<file path="config.mk">
export PLATFORM = sky130hd
export DESIGN_NAME = div_stage_ctrl
export DESIGN_NICKNAME = d
export VERILOG_FILES = /design/src/rtl/div_stage_ctrl.sv
export SDC_FILE = /design/constraint.sdc
export NUM_CORES = 1
export LEC_CHECK = 0
export BUFFER_PORTS_ARGS = -buffer_cell sky130_fd_sc_hd__buf_2
export CAP_MARGIN = 20
export CELL_PAD_IN_SITES_DETAIL_PLACEMENT = 1
export CELL_PAD_IN_SITES_GLOBAL_PLACEMENT = 2
export CORE_ASPECT_RATIO = 0.5
export CORE_UTILIZATION = 26
export CTS_BUF_LIST = sky130_fd_sc_hd__clkbuf_8
export CTS_CLUSTER_DIAMETER = 50
export DETAILED_ROUTE_END_ITERATION = 12
export HOLD_SLACK_MARGIN = 0.12
export PLACE_DENSITY = 0.87
export SLEW_MARGIN = 20
export SYNTH_ARGS = -nofsm -noshare
export SYNTH_HDL_FRONTEND = slang
export SYNTH_SLANG_ARGS = --single-unit
</file>
<file path="constraint.sdc">
create_clock -name clk -period 2 [get_ports clk]
set_input_delay 0.3 -clock clk [delete_from_list [all_inputs] [get_ports clk]]
set_output_delay 0.3 -clock clk [all_outputs]
set_load 0.01 [all_outputs]
</file>
<file path="src/rtl/div_stage_ctrl.sv">
// rtl/div_stage_ctrl.sv - sequencer around a combinational 5/3 divider
// Registers operands, screens zero/overflow, waits SETTLE_CYCLES, holds result.
module div_stage_ctrl #(
  parameter int SETTLE_CYCLES = 1
) (
  input  logic       clk,
  input  logic       rst,
  input  logic       in_valid,
  output logic       in_ready,
  input  logic [4:0] in_x,
  input  logic [2:0] in_d,
  output logic [4:0] div_x,
  output logic [2:0] div_d,
  input  logic [2:0] div_q,
  input  logic [2:0] div_r,
  output logic       out_valid,
  input  logic       out_ready,
  output logic [2:0] out_q,
  output logic [2:0] out_r,
  output logic [1:0] out_err
);

  localparam int CW = $clog2(SETTLE_CYCLES + 1);
  localparam logic [CW-1:0] CNT_INIT = CW'(SETTLE_CYCLES - 1);

  typedef enum logic [1:0] {IDLE, HOLD, OUT} state_t;

  state_t        state;
  logic [CW-1:0] cnt;
  logic          accept;
  logic          div_zero;
  logic          ovf;

  assign in_ready = !rst && ((state == IDLE) || ((state == OUT) && out_ready));
  assign accept   = in_valid && in_ready;
  assign div_zero = (in_d == 3'd0);
  // quotient exceeds 7 exactly when the top two dividend bits reach the divisor
  assign ovf      = !div_zero && ({1'b0, in_x[4:3]} >= in_d);

  always_ff @(posedge clk) begin
    if (rst) begin
      state     <= IDLE;
      cnt       <= '0;
      div_x     <= '0;
      div_d     <= '0;
      out_q     <= '0;
      out_r     <= '0;
      out_err   <= '0;
      out_valid <= 1'b0;
    end else if (accept) begin
      div_x <= in_x;
      div_d <= in_d;
      if (div_zero || ovf) begin
        state     <= OUT;
        out_valid <= 1'b1;
        out_q     <= 3'b111;
        out_r     <= 3'b000;
        out_err   <= {ovf, div_zero};
      end else begin
        state     <= HOLD;
        cnt       <= CNT_INIT;
        out_valid <= 1'b0;
      end
    end else begin
      case (state)
        HOLD: begin
          if (cnt == '0) begin
            out_q     <= div_q;
            out_r     <= div_r;
            out_err   <= 2'b00;
            out_valid <= 1'b1;
            state     <= OUT;
          end else begin
            cnt <= cnt - 1'b1;
          end
        end
        OUT: begin
          if (out_ready) begin
            state     <= IDLE;
            out_valid <= 1'b0;
          end
        end
        default: ;
      endcase
    end
  end

endmodule

</file>
==> results_dict.tcl <==
set metrics [dict create \
    r2r_start "out_valid$_SDFFE_PP0P_" \
    combPwrFrac 0.166 \
    drive_above_1_share 0.392 \
    tns_ns 0 \
    cts_tree "built" \
    port_buffers 35 \
    min_period_ns 1.57 \
    grt_pass1_wl_um 2890 \
    die_h_um 40.5 \
    cp-endpoint "out_err[0]$_SDFFE_PP0P_" \
    final_cell_mix "buf_2, dfxtp_1, inv_1" \
    clock_path_buffers 2 \
    routed_wl_um 1800 \
    preCtsSetupSlack_ns 0.247 \
    clockPowerShare 0.360 \
    synth_warnings 0 \
    first_pass_iters 4 \
    post_cts_buffers 0 \
    cp_num_buf_inv 0 \
    hp-class "in2reg" \
    timing.rr.end "out_err[0]$_SDFFE_PP0P_" \
    vias_per_cell 4.39 \
    slowest_stage "or4b_4" \
    clk_pin_slew_ns 0.07 \
    antenna_found_initial 0 \
    grt-ovfl-total 0 \
    cts_sinks 18 \
    worst_slack_ns 0.433 \
    layout_commonest_cell "buf_2" \
    nets 141 \
    period_share 0.784 \
    drv_cap 0 \
    tightest_slew_ns 0.461 \
    power_switching_uw 213 \
    skew_ns 0.000554 \
    cts_buffers 3 \
    fill_cells 350 \
    num_vias 690 \
    critPathKind "reg2reg" \
    power.density_nw_per_um2 806 \
    critPathLaunchType "flip-flop" \
    postRouteAntennaNets 0 \
    status "complete, no violations" \
    clock_latency_ns 0.26 \
    gr-usage-all-layers 0.126 \
    critPathCaptureType "flip-flop" \
    dp_hpwl_um 1370 \
    finalSetupViolCount 0 \
    internal_power_uw 630 \
    reg2reg_slack_ns 0.43 \
    p_leak_uw 0.000519 \
    fp.dieW_um 79 \
    cp-startpoint "out_valid$_SDFFE_PP0P_" \
    syn_area_um2 771 \
    dieArea_um2 3200 \
    root_buffer "clkbuf_8" \
    fmax_mhz 638 \
    hold_violations 0 \
    crit_cells 4 \
    seq_power_share 0.474 \
    cp_cell_sequence "nor2b_1 -> or4b_4 -> or2_1 -> a41o_1" \
    maxSlewViolCount 0 \
    io_pins 36 \
    diodes 0 \
    reg2reg_depth 4 \
    first_iter_violations 17 \
    coreArea_um2 2700 \
    cts_resized 0 \
    ys_ff_latch 18 \
    ir_worst_vdd_mv 0.228 \
    synthToLayoutAreaGrowth_pct 35.9 \
    postSynthAreaPerCell_um2 9.40 \
    initial_core_util 0.285 \
    critical_path.top_delay_family "simple AND/OR/NAND/NOR gates" \
    ctsHoldBuffers 0 \
    path_max_fanout 4 \
    gp_congestion 0.659 \
    yosysUniqueCellTypes 22 \
    drcViolationCount 0 \
    num_rows 13 \
    max_stage_delay_ns 0.50 \
    ys_seq_area_frac 0.468 \
    cp.required_ns 2.16 \
    postSynthCellCount 82 \
    syn_nets 102 \
    cp.arrival_ns 1.72 \
    grt_pass1_vias 619 \
    htree_levels 1 \
    maxSlewHeadroom 0.693 \
    wire_per_inst_um 11.4 \
    switching_share 0.253 \
    grt_max_degree 15 \
    rsz0062_at_grt "no" \
]
-- cells in the mapped netlist, drive strengths merged --
cell	count	area share
or2	2	0.016
nand2	5	0.024
or4b	1	0.018
nor3	2	0.013
a21oi	2	0.013
o22ai	1	0.0081
or2b	1	0.0097
o21ai	3	0.019
a211oi	2	0.019
nand2b	2	0.016
dfxtp	18	0.47
ha	2	0.032
mux2i	2	0.026
nor2	4	0.019
mux2	6	0.088
a41o	1	0.013
nand3	3	0.019
clkbuf	2	0.0097
nor2b	8	0.065
o32ai	3	0.034
inv	9	0.044
a31oi	3	0.024
-- kinds of logic (layout without fill, tap and decap cells) --
logic type	count (synthesis)	after routing	synth area share
AOI/OAI and AO/OA	15	15	0.131
adders and majority gates	2	2	0.0325
buffers and inverters	11	49	0.0536
DFF	18	18	0.468
muxes	8	8	0.114
and+or+nand+nor	28	28	0.201
-- how the worst min path moves through the flow --
| stage | from | end | slack, ns | cells past startpoint |
|---|---|---|---|---|
| finish | in_x[2] | div_x[2]$_SDFFE_PP0P_ | 0.27 | 2 |
| global route | in_x[2] | div_x[2]$_SDFFE_PP0P_ | 0.25 | 2 |
| CTS | in_x[2] | div_x[2]$_SDFFE_PP0P_ | 0.26 | 2 |
| detailed placement | out_q[1]$_SDFFE_PP0P_ | out_q[1]$_SDFFE_PP0P_ | 0.45 | 2 |
| global placement | out_q[0]$_SDFFE_PP0P_ | out_q[0]$_SDFFE_PP0P_ | 0.44 | 2 |
| floorplan | in_d[0] | div_d[0]$_SDFFE_PP0P_ | 0.44 | 1 |
-- state kept, by name, summed over array words and instances, names as in the netlist --
register and cells:
out_r 3, out_err 2, out_valid 1, div_d 3, div_x 5, state 1
out_q 3
-- power groups by stage --
stage	Clock, µW	Sequential [µW]	Combinational (µW)
2_1_floorplan	0	422	66.9
5_1_grt	328	404	159
3_5_place_dp	0	409	142
6_report	303	400	140
4_1_cts	313	401	143
3_3_place_gp	0	408	141
-- layer usage --
| layer | wire (µm) | share of wire | track usage | vias to the layer above |
|---|---|---|---|---|
| li1 | - | - | - | 356 |
| met5 | 0 | 0 | 0 | - |
| met3 | 83 | 0.046 | 0.0500 | 4 |
| met4 | 45 | 0.025 | 0.0682 | 0 |
| met1 | 871 | 0.49 | 0.147 | 314 |
| met2 | 796 | 0.44 | 0.207 | 16 |
-- cell type report --
type / instances / area [µm²] / share of cell area
multi-input cells: 53 / 369 / 0.352
flip-flops and latches: 18 / 360 / 0.344
repair buffers: 36 / 183 / 0.174
clock buffers: 4 / 55.1 / 0.0526
well taps: 37 / 46.3 / 0.0442
inverters: 9 / 33.8 / 0.0323
-- per-stage QoR --
| step | hold slack, ns | instance area (µm²) | std cells | power [µW] | util |
|---|---|---|---|---|---|
| 4_1_cts | 0.264 | 1050 | 157 | 856 | 0.388 |
| 3_3_place_gp | 0.445 | 992 | 153 | 549 | 0.367 |
| 5_1_grt | 0.254 | 1050 | 157 | 892 | 0.388 |
| 6_report | 0.266 | 1050 | 157 | 844 | 0.388 |
| 3_5_place_dp | 0.447 | 992 | 153 | 551 | 0.367 |
| 2_1_floorplan | 0.445 | 771 | 82 | 489 | - |
-- worst reg2reg max path, cell delays in order, from the launching register on --
cell and delay (ns):
dfxtp_1 0.33, nor2b_1 0.16, or4b_4 0.51, or2_1 0.25, a41o_1 0.23
Note: power is estimated with default switching activity, not from simulation.
